File: src/rtl/dff_mem_pkg.sv
// rtl/dff_mem_pkg.sv - shared types and widths for the arbitrated DFF byte RAM (DFF_MEM_ARB_PARITY_EN adds a parity bit)
package dff_mem_pkg;

  localparam int DEF_ADDR_W = 4;
  localparam int DEF_DATA_W = 8;

`ifdef DFF_MEM_ARB_PARITY_EN
  localparam int PAR_W = 1;
`else
  localparam int PAR_W = 0;
`endif

  typedef enum logic [1:0] {
    IDLE    = 2'd0,
    GRANT_A = 2'd1,
    GRANT_B = 2'd2
  } arb_state_t;

endpackage

File: src/rtl/dff_mem_core.sv
// rtl/dff_mem_core.sv - flop-based RAM, synchronous write, combinational read, no reset
module dff_mem_core #(
  parameter int ADDR_W    = 4,
  parameter int WORD_W    = 8,
  parameter int RAM_BYTES = 16
) (
  input  logic              clk,
  input  logic              we,
  input  logic [ADDR_W-1:0] addr,
  input  logic [WORD_W-1:0] wdata,
  output logic [WORD_W-1:0] rdata
);

  logic [WORD_W-1:0] mem [RAM_BYTES];

  // Contents are deliberately left unreset so the array stays plain flops.
  always_ff @(posedge clk) begin
    if (we) begin
      mem[addr] <= wdata;
    end
  end

  assign rdata = mem[addr];

endmodule

File: src/rtl/dff_mem_arbiter.sv
// rtl/dff_mem_arbiter.sv - round-robin two-port front end for dff_mem_core (DFF_MEM_ARB_PARITY_EN adds rerr/inj_perr)
module dff_mem_arbiter
  import dff_mem_pkg::*;
#(
  parameter int ADDR_W    = DEF_ADDR_W,
  parameter int DATA_W    = DEF_DATA_W,
  parameter int RAM_BYTES = 16
) (
  input  logic              clk,
  input  logic              rst,
  input  logic              req_a,
  input  logic              we_a,
  input  logic [ADDR_W-1:0] addr_a,
  input  logic [DATA_W-1:0] wdata_a,
  output logic              gnt_a,
  output logic              rvalid_a,
  input  logic              req_b,
  input  logic              we_b,
  input  logic [ADDR_W-1:0] addr_b,
  input  logic [DATA_W-1:0] wdata_b,
  output logic              gnt_b,
  output logic              rvalid_b,
  output logic [DATA_W-1:0] rdata,
`ifdef DFF_MEM_ARB_PARITY_EN
  input  logic              inj_perr,
  output logic              rerr,
`endif
  output logic              busy
);

  localparam int WORD_W = DATA_W + PAR_W;

  arb_state_t        state;
  arb_state_t        state_nxt;
  logic              ptr_b;
  logic              sel_b;
  logic              in_grant;
  logic              acc_we;
  logic              acc_rd;
  logic [ADDR_W-1:0] acc_addr;
  logic [DATA_W-1:0] acc_wdata;
  logic              mem_we;
  logic [WORD_W-1:0] mem_wdata;
  logic [WORD_W-1:0] mem_rdata;

  assign sel_b     = (state == GRANT_B);
  assign in_grant  = (state != IDLE);
  assign acc_we    = sel_b ? we_b    : we_a;
  assign acc_addr  = sel_b ? addr_b  : addr_a;
  assign acc_wdata = sel_b ? wdata_b : wdata_a;
  assign acc_rd    = in_grant && !acc_we;
  assign mem_we    = in_grant && acc_we && !rst;

`ifdef DFF_MEM_ARB_PARITY_EN
  assign mem_wdata = {(^acc_wdata) ^ inj_perr, acc_wdata};
`else
  assign mem_wdata = acc_wdata;
`endif

  assign gnt_a = (state == GRANT_A);
  assign gnt_b = sel_b;
  assign busy  = in_grant;

  // Arbitrate only from IDLE; every grant falls back to IDLE, forcing a bubble.
  always_comb begin
    state_nxt = IDLE;
    if (state == IDLE) begin
      if (req_a && (!req_b || !ptr_b)) begin
        state_nxt = GRANT_A;
      end else if (req_b) begin
        state_nxt = GRANT_B;
      end
    end
  end

  // State and round-robin pointer; the pointer always favours the loser of the last grant.
  always_ff @(posedge clk) begin
    if (rst) begin
      state <= IDLE;
      ptr_b <= 1'b0;
    end else begin
      state <= state_nxt;
      if (state_nxt == GRANT_A) begin
        ptr_b <= 1'b1;
      end else if (state_nxt == GRANT_B) begin
        ptr_b <= 1'b0;
      end
    end
  end

  // Read capture at the edge ending the grant; rdata holds until the next read.
  always_ff @(posedge clk) begin
    if (rst) begin
      rdata    <= '0;
      rvalid_a <= 1'b0;
      rvalid_b <= 1'b0;
    end else begin
      rvalid_a <= acc_rd && !sel_b;
      rvalid_b <= acc_rd && sel_b;
      if (acc_rd) begin
        rdata <= mem_rdata[DATA_W-1:0];
      end
    end
  end

`ifdef DFF_MEM_ARB_PARITY_EN
  // Stored words carry even parity, so any odd word is a parity error.
  always_ff @(posedge clk) begin
    if (rst) begin
      rerr <= 1'b0;
    end else begin
      rerr <= acc_rd && (^mem_rdata);
    end
  end
`endif

  dff_mem_core #(
    .ADDR_W   (ADDR_W),
    .WORD_W   (WORD_W),
    .RAM_BYTES(RAM_BYTES)
  ) u_core (
    .clk  (clk),
    .we   (mem_we),
    .addr (acc_addr),
    .wdata(mem_wdata),
    .rdata(mem_rdata)
  );

`ifndef SYNTHESIS
  logic pend_a;
  logic pend_b;

  // A request seen without its grant must still be present on the next edge.
  always_ff @(posedge clk) begin
    if (!rst && pend_a) begin
      a_hold_req_a: assert (req_a);
    end
    if (!rst && pend_b) begin
      a_hold_req_b: assert (req_b);
    end
    pend_a <= !rst && req_a && !gnt_a;
    pend_b <= !rst && req_b && !gnt_b;
  end
`endif

endmodule
File: config.mk
export PLATFORM = sky130hd
export DESIGN_NAME = dff_mem_arbiter
export DESIGN_NICKNAME = d
export VERILOG_FILES = /design/src/rtl/dff_mem_pkg.sv /design/src/rtl/dff_mem_core.sv /design/src/rtl/dff_mem_arbiter.sv
export SDC_FILE = /design/constraint.sdc
export NUM_CORES = 1
export LEC_CHECK = 0
export BUFFER_PORTS_ARGS = -buffer_cell sky130_fd_sc_hd__buf_4
export CAP_MARGIN = 20
export CORE_MARGIN = 5
export CORE_UTILIZATION = 35
export DETAILED_ROUTE_END_ITERATION = 8
export PLACE_DENSITY = 0.58
export SLEW_MARGIN = 20
export SYNTH_ARGS = -nofsm -noshare
export SYNTH_HDL_FRONTEND = slang
export SYNTH_SLANG_ARGS = --single-unit
File: constraint.sdc
create_clock -name clk -period 6.4 [get_ports clk]
set_input_delay 0.64 -clock clk [delete_from_list [all_inputs] [get_ports clk]]
set_output_delay 0.64 -clock clk [all_outputs]
set_load 0.02 [all_outputs]
# --- Yosys cells after proc, flatten, opt, wreduce, memory -nomap -nowiden ---
# Memory sizes are Yosys's and may differ from the RTL's. A register that Yosys moved wholly into a read port is not among the register bits.
# Index checks and enable logic that the tools add are counted.
classes:
  n_eq_ne: 4
  n_mux: 10
  reduce_logical: 15
op_table:
  columns: ["cell", "n"]
  rows:
  - ["$mux 8", 1]
  - ["$logic_and 1x1->1", 6]
  - ["$mux 2", 3]
  - ["$logic_not 1->1", 5]
  - ["$mux 1", 5]
  - ["$eq 2x1->1 const B", 2]
  - ["$eq 2x2->1 const B", 2]
  - ["$mux 4", 1]
  - ["$reduce_bool 2->1", 2]
  - ["$logic_not 2->1", 1]
  - ["$logic_or 1x1->1", 1]
word_totals:
  ff_bits: 5
  ram_bits: 128
  inputBits: 30
  output_inout_bits: 13
  wordCells: 34
  mem_count: 1
mem_list:
  columns: ["memory", "depth", "word_bits", "rd", "rd_ports_with_merged_regs", "wr", "line_no", "text"]
  rows:
  - ["u_core.mem", 16, 8, 1, 1, 1, "dff_mem_core.sv:14", "logic [WORD_W-1:0] mem [RAM_BYTES];"]

# --- Logic depth before layout (Yosys ltp) ---
# Gate-level depths: netlist (run 1).
depth:
  ltp_word: 8
  mapped_depth: 8
  ltp_nobuf: 7

# --- Modules after synthesis ---
# Synthesis (run 1) repeated with hierarchy kept, for this count alone.
hier_totals:
  hier_cells: 320
  hier_area_um2: 5634.2
modules_own_cells:
  columns: ["module", "n_inst", "cells_per_inst", "area_per_inst_um2", "seq_area_each_um2"]
  rows:
  - ["dff_mem_core", 1, 222, 4907.2, 3843.7]
  - ["dff_mem_arbiter", 1, 98, 726.9, 260.2]

# --- Least setup slack after synthesis (run 1) ---
# OpenSTA, ideal clock, no wires.
synth_path:
  kind: "input -> register"
  startpoint: "input port addr_b[1]"
  endpoint: "memory u_core.mem[0][0], enable pin"
  setup_time_ns: 0.370
  arrival_time_ns: 1.962
  required_time_ns: 6.030
  setup_slack_ns: 4.067
  cell_stages: 5
  path_cell_list: "or4b_4 > o31ai_4 > buf_6 > nand2_1 > nor2_1"
synth_via:
  elab_chain_cells: 1
synth_lines:
  columns: ["item", "line_no", "text"]
  rows:
  - ["start, declared", "dff_mem_arbiter.sv:19", "input logic [ADDR_W-1:0] addr_b,"]
  - ["$mux 4", "dff_mem_arbiter.sv:49", "assign acc_addr = sel_b ? addr_b : addr_a;"]
  - ["end, declared", "dff_mem_core.sv:14", null]
# Every way passes these cells.

# --- Worst setup path in the final report (run 1) ---
layout_path:
  startpoint: "register state[0]"
  endpoint: "memory u_core.mem[14][2], enable pin"
layout_via:
  elab_chain_cells: 6
  elab_cells_between_ends: 8
  cone_classes: "eq/ne (1); mux (4); reduce/logical (3)"
layout_lines:
  columns: ["item", "line_no", "text"]
  rows:
  - ["start, declared", "dff_mem_arbiter.sv:33", "arb_state_t state;"]
  - ["start signal, assigned", "dff_mem_arbiter.sv:82", "state <= state_nxt;"]
  - ["$eq 2x2->1", "dff_mem_arbiter.sv:46", "assign sel_b = (state == GRANT_B);"]
  - ["$mux 1", "dff_mem_arbiter.sv:48", "assign acc_we = sel_b ? we_b : we_a;"]
  - ["$logic_and 1x1->1 (2 in a row)", "dff_mem_arbiter.sv:52", "assign mem_we = in_grant && acc_we && !rst;"]
  - ["$mux 1", "dff_mem_core.sv:18", "if (we) begin"]
  - ["$mux 1 (implied by the code)", "dff_mem_core.sv:19", "mem[addr] <= wdata;"]
# Several ways; a longest one is shown, not always the timed one.

==> results by group, run 1 <==
CTS
  – CTS root buffer: clkbuf_16
  – Setup bufs post-CTS: 0
  – Reg clk slew, reported paths: 60 ps
  – Resize count post-CTS: 0
  – Hold_buf cts: 0
  – Clk buf depth: 2
  – H-tree Lvls: 4
  – Num CTS Buffers: 17
  – Worst-Skew Late Latency: 420 ps
  – Clk sinks: 141
  – CTS tree: yes

Final layout
  – Most frequent cells in the layout: 128 x edfxtp_1, 65 x a22oi_1, 47 x buf_4
  – Core Util, Final: 42.86%
  – Final non-filler cell total: 636
  – Commonest non-fill, non-tap cell in the layout: edfxtp_1
  – Area of the multi-input gates: 0.001245 sq mm
  – Design area: 0.006564 sq mm
  – Area grow syn2layout: 19.44%
  – Nets: 443
  – Filler instances: 1,382
  – Ratio of cells with drive above 1 in the final layout: 20.94%
  – Sequential cell area: 0.004104 sq mm
  – Ant diodes: 0

Timing
  – Max_slew headroom: 29.11%
  – Fin Setup TNS: 0 ps
  – Final Max Slew Viols: 0
  – Setup Skew: 11.58 ps
  – Min Tclk post-route: 2730 ps
  – Max frequency: 366.3 MHz
  – Final setup fails: 0
  – Tightest Pin Transition: 1058 ps
  – RSZ-0062 raised after global routing: false
  – Final Cycle Share: 42.66%
  – Final Hold Viols: 0

GRT
  – Met3 Use GR: 4.495%
  – Via count of the first global-routing pass: 3,233
  – Largest net degree at the start of global routing: 34
  – First-pass GRT wire length: 19,400 um
  – GRT busiest layer: met2
  – Antenna violations before repair: 0
  – Met1 usage: 18.20%
  – Met2 usage: 23.62%
  – Total track usage: 14.49%
  – Total gr overflow: 0

Synthesis
  – Post-synthesis mux area share: 0.4326%
  – Synth Area in XOR/XNOR: 0%
  – Largest family of logic cells by synthesized area: compound AO/OA/AOI/OAI gates
  – YS warnings: 0
  – Syn Area/Cell: 15.01 sq um
  – Post-Syn Instances: 366
  – Synth Area in Simple Gates: 7.400%
  – Seq/Total Area, Yosys: 74.68%
  – Synthesized area: 0.005495 sq mm
  – Adder-cell area share of the yosys netlist: 0.2277%
  – Synth Net Count: 397
  – Synth Register Bits: 141
  – Synth unique cells: 35
  – Synth Area in Compound Gates: 14.21%

Critical path
  – WP data arrival: 2770 ps
  – WP buf/inv: 2
  – Critical path startpoint: state[0]
  – Cell count along the critical path: 6
  – R2R depth: 6
  – Required time worst endpoint: 6440 ps
  – R2R Setup Slk: 3670 ps
  – CP Max Fanout: 33
  – Critical Path End Type: flop
  – Worst-path cell chain: nand2b_4 -> inv_8 -> o21ai_2 -> buf_4 -> nand2_1 -> nor2_1
  – R2r startpoint: state[0]
  – Critical path's top delay family: simple AND/OR/NAND/NOR gates
  – Crit-path slowest cell: nor2_1
  – Crit path kind: reg -> reg
  – Slowest stage delay, CP: 640 ps
  – Worst setup SP type: flop

Power and ir drop
  – Leak Pwr: 2.138 nW
  – Net Sw Frac: 22.61%
  – Comb pwr share: 7.4%
  – VDD IR-drop max: 164.7 uV
  – Internal: 1.646 mW
  – Clk pwr share: 44.4%
  – Pwr dens: 324.1 mW/mm^2
  – Power share of the sequential group: 48.2%
  – Switching pwr: 0.4810 mW

Die
  – Die width: 135.3 um
  – Starting Density: 35.88%
  – Die H: 135.3 um
  – Die area: 0.01831 sq mm
  – I/O Pins: 43
  – Row Count: 45
  – Core Region: 0.01531 sq mm

Placement
  – DP HPWL: 8373 um
  – DP Area: 0.005976 sq mm
  – I/O Buffers: 42
  – Placed insts: 604
  – GPL Wtd Cong: 0.8309

Route
  – Antenna-violating nets left: 0
  – Vias per cell: 5.280
  – Final WL: 12,930 um
  – Routed vias: 3,358
  – DRT Pass-1 Iters: 5
  – DRC viols: 0
  – Iteration-0 DRC Markers: 354
  – Drt wl/cell: 20.33 um

Min path
  – Hold path depth: 2
  – Worst hold start: we_b
  – Hold Path Class: in -> reg

Outcome
  – Status: finished clean

Job
  – Max_cap viols: 0
## final timing paths
check / end
hold / removal: rvalid_b
setup reg to reg: u_core.mem[14][2]
setup / recovery: u_core.mem[14][2]
hold reg to reg: rdata[5]
## cell usage after synthesis, drive strengths merged
cell,instances,share of area (%)
nor2b,1,0.11
dfxtp,13,4.7
nor4,8,0.91
nor3,3,0.27
clkbuf,3,0.27
edfxtp,128,70
and3,1,0.11
and2b,1,0.16
inv,4,0.41
a21oi,32,3.0
or4b,1,0.25
nand2b,5,0.71
nand4bb,2,0.41
a31oi,4,0.46
ha,1,0.23
o21ai,3,0.41
a211oi,8,1.1
nand3,1,0.091
a22oi,65,8.9
nand2,31,2.1
mux2i,2,0.43
buf,17,2.4
o31ai,1,0.39
nor2,29,2.0
nor3b,2,0.27
## worst reg2reg max path: stages, from the launching register on
cell      delay (ps)
dfxtp_1          470
nand2b_4         340
inv_8            120
o21ai_2          150
buf_4            360
nand2_1          260
nor2_1           640
## stage by stage
stage	worst slack, ps	hold WS (ps)	power [mW]
after floorplan	4067	477.1	1.139
after CTS	3594	399.2	2.136
after global routing	3406	401.7	2.194
final	3670	412.4	2.127
after global placement	3576	492.6	1.200
after detailed placement	3480	499.7	1.202
## power groups by stage
| stage | clock network, mW | registers [mW] | logic [mW] |
|---|---|---|---|
| 6_report | 0.944 | 1.03 | 0.157 |
| 5_1_grt | 0.997 | 1.03 | 0.170 |
| 4_1_cts | 0.952 | 1.03 | 0.157 |
| 3_5_place_dp | 0 | 1.05 | 0.157 |
| 3_3_place_gp | 0 | 1.05 | 0.155 |
| 2_1_floorplan | 0 | 1.05 | 0.0906 |
## metal layers
metal | vias up | part of all wire, %
li1 | 1544 | -
met1 | 1679 | 42
met2 | 119 | 50
met3 | 16 | 6.8
met4 | 0 | 1.6
met5 | - | 0
## state kept, by name (all words and copies together), names as in the netlist
name,count
state,2
rvalid_a,1
u_core.mem,128
ptr_b,1
rdata,8
rvalid_b,1
## kinds of logic (layout without fill, tap and decap cells)
group	after synthesis	count (layout)
buf+inv	24	83
mux	2	2
compound gates	113	113
simple gates	85	85
flops	141	141
fa+ha+maj	1	1
## final cells by class
class                      count  area share [%]
sequential                   141           62.52
multi-input combinational    201           18.97
clock buffer                  18           6.538
timing repair buffer          47           5.376
tap                          211           4.022
clock inverter                14           2.230
inverter                       4          0.3431
Power figures use the tool's default switching activity.
==> run 2: changes to the inputs <==
- ABC_AREA: unset -> 1
- clock period: 6.4 -> 2.74 ns (I/O delays scaled with it)
==> results by group, run 2 <==
CTS
  – CTS root buffer: clkbuf_16
  – H-tree Lvls: 4 (unchanged)
  – CTS tree: yes
  – Hold_buf cts: 0 (unchanged)
  – Num CTS Buffers: 17 (unchanged)
  – Worst-Skew Late Latency: 420 ps (about the same)
  – Clk buf depth: 2 (unchanged)
  – Setup bufs post-CTS: 0 (unchanged)
  – Resize count post-CTS: 0 (unchanged)
  – Clk sinks: 141 (unchanged)
  – Reg clk slew, reported paths: 50 ps (about the same)

Timing
  – Fin Setup TNS: 0 ps (unchanged)
  – RSZ-0062 raised after global routing: false
  – Final Cycle Share: 90.02% (+47 points)
  – Max_slew headroom: 63.44% (+34 points)
  – Min Tclk post-route: 2467 ps (-263.3 ps)
  – Final Hold Viols: 0 (unchanged)
  – Setup Skew: 9.404 ps (-2.176 ps)
  – Max frequency: 405.4 MHz (+11%)
  – Hold_ws: 32.35 ps (-380.0 ps)
  – Tightest Pin Transition: 543.9 ps (-514.4 ps)
  – Final setup fails: 0 (unchanged)
  – Worst setup margin: 273.3 ps (-3397 ps)
  – Final Max Slew Viols: 0 (unchanged)

Critical path
  – Slowest stage delay, CP: 520 ps (-120 ps)
  – Critical Path End Type: flop
  – Crit-path slowest cell: dfxtp_1
  – CP Max Fanout: 18 (-45%)
  – Crit path kind: reg -> reg
  – Worst-path cell chain: nand2_8 -> inv_2 -> nor2_1 -> nor4_2 -> nand3_1 -> nor2_1 -> buf_4
  – WP data arrival: 2590 ps (-180 ps)
  – Most common cell on crit path: nor2_1
  – Required time worst endpoint: 2870 ps (-3570 ps)
  – Worst setup SP type: flop

Synthesis
  – Adder-cell area share of the yosys netlist: 0.2008% (-0.027 points)
  – Post-synth EDFFs: 128 (unchanged)
  – Synth area leader: edfxtp_1
  – Syn Area/Cell: 9.988 sq um (-33%)
  – Count leader, synth: nand2_1
  – Top FF cell, synth: edfxtp_1
  – Synthesized area: 0.006232 sq mm (+13%)
  – Synth Area in Compound Gates: 1.325% (-13 points)
  – Synth Net Count: 655 (+65%)
  – Post-synth top cells: 301 x nand2_1, 128 x edfxtp_1, 69 x nand3_1, 39 x nor2_1, 15 x buf_2
  – Synth Register Bits: 141 (unchanged)
  – Synth Area in Simple Gates: 28.97% (+22 points)
  – Synth Area in XOR/XNOR: 0% (unchanged)
  – Synth top area share: 61.67% (-8.3 points)
  – Ys async rst share: 0% (unchanged)
  – Synth area leaders: edfxtp_1 62%, nand2_1 18%, nand3_1 5.5%
  – Largest family of logic cells by synthesized area: simple AND/OR/NAND/NOR gates
  – Seq/Total Area, Yosys: 65.85% (-8.8 points)
  – Synth unique cells: 22 (-37%)
  – Post-synthesis mux area share: 0% (-0.43 points)
  – Post-Syn Instances: 624 (+70%)
  – YS warnings: 0 (unchanged)

Final layout
  – Biggest registers after layout: u_core.mem: 128 flops, rdata: 8 flops, state: 2 flops
  – Largest reg by FF count: u_core.mem
  – Most frequent cells in the layout: 301 x nand2_1, 128 x edfxtp_1, 75 x buf_4
  – Area grow syn2layout: 20.44%
  – Final non-filler cell total: 929 (+46%)
  – Ant diodes: 0 (unchanged)
  – Ratio of cells with drive above 1 in the final layout: 18.32% (-2.6 points)
  – Core Util, Final: 43.25% (+0.39 points)
  – Nets: 722 (+63%)
  – Commonest non-fill, non-tap cell in the layout: nand2_1
  – Max FFs per register: 128 (unchanged)
  – Design area: 0.007506 sq mm (+14%)

Route
  – Routed vias: 4,588 (+37%)
  – Final WL: 15,630 um (+21%)
  – Drt wl/cell: 16.82 um (-17%)
  – DRC viols: 0 (unchanged)
  – Iteration-0 DRC Markers: 475 (+34%)
  – Antenna-violating nets left: 0 (unchanged)
  – Vias per cell: 4.939 (-6.5%)
  – DRT Pass-1 Iters: 5 (unchanged)

GRT
  – Total gr overflow: 0 (unchanged)
  – Total track usage: 15.86% (+1.4 points)
  – Antenna violations before repair: 0 (unchanged)
  – First-pass GRT wire length: 24,180 um (+25%)
  – Largest net degree at the start of global routing: 33 (-2.9%)
  – Via count of the first global-routing pass: 4,498 (+39%)

Placement
  – Worst slack at placement: 299.8 ps (-3180 ps)
  – DP HPWL: 10,510 um (+25%)
  – Placed insts: 897 (+49%)
  – DP Area: 0.006912 sq mm (+16%)
  – I/O Buffers: 42 (unchanged)
  – GPL Wtd Cong: 0.8620 (+3.7%)

Outcome
  – Status: finished clean

Die
  – Core Region: 0.01736 sq mm (+13%)
  – Row Count: 48 (+6.7%)
  – I/O Pins: 43 (unchanged)
  – Starting Density: 35.91% (about the same)
  – Die H: 143.4 um (+6.0%)
  – Die width: 143.4 um (+6.0%)
  – Die area: 0.02058 sq mm (+12%)

Power and ir drop
  – Pwr dens: 698.7 mW/mm^2 (+120%)
  – Total Power: 5.245 mW (+150%)
  – VDD IR-drop max: 444.2 uV (+170%)
  – Leak Pwr: 3.147 nW (+47%)

Min path
  – Hold Path Class: in -> reg

Job
  – Max_cap viols: 0 (unchanged)
run 2: changes by cell type after synthesis, sizes merged, moves of 7 or more:
| cell | change |
|---|---|
| a22oi | -65 |
| a211oi | -8 |
| nand2 | +277 |
| nor4 | -7 |
| a21oi | -31 |
| buf | +10 |
| inv | +12 |
| nor2 | +15 |
| nand3 | +70 |
| o21ai | +8 |
run 2: cells by family (layout without fill, tap and decap cells):
logic type / after synthesis / in the layout
simple gates: 427 / 427
flops: 141 / 141
buf+inv: 43 / 123
compound gates: 12 / 12
fa+ha+maj: 1 / 1
run 2: worst max-delay path, delay by kind of cell (launching register included):
family | cells | cell delay [ps]
and+or+nand+nor | 5 | 1250
DFF | 1 | 520
buffers and inverters | 2 | 390
run 2: worst paths after layout:
kind,from,to,slack (ps),cells after the start
max reg2reg,state[1],u_core.mem[10][0],270,7
min,we_b,rvalid_b,30,2
min reg2reg,ptr_b,ptr_b,460,2
max,state[1],u_core.mem[10][0],270,7
run 2: layout make-up:
class	count	area [sq um]
Clock buffer	17	425.4
Clock inverter	15	168.9
Fill cell	1636	9851
Inverter	16	62.56
Multi-Input combinational cell	440	1901
Sequential cell	141	4104
Tap cell	225	281.5
Timing Repair Buffer	75	563.0
run 2: layer usage:
metal / vias to the layer above / GRT usage [%] / share of wire, % / wire length (um)
li1: 2205 / - / - / -
met1: 2201 / 20.62 / 44 / 6854
met2: 149 / 26.21 / 48 / 7548
met3: 33 / 3.361 / 5.3 / 832
met4: 0 / 5.897 / 2.5 / 392
met5: - / 0 / 0 / 0
run 2: report_power, final:
part	switching, mW	internal [mW]	total (mW)
clock network	0.871	1.42	2.30
logic	0.380	0.171	0.551
registers	0.0109	2.39	2.40
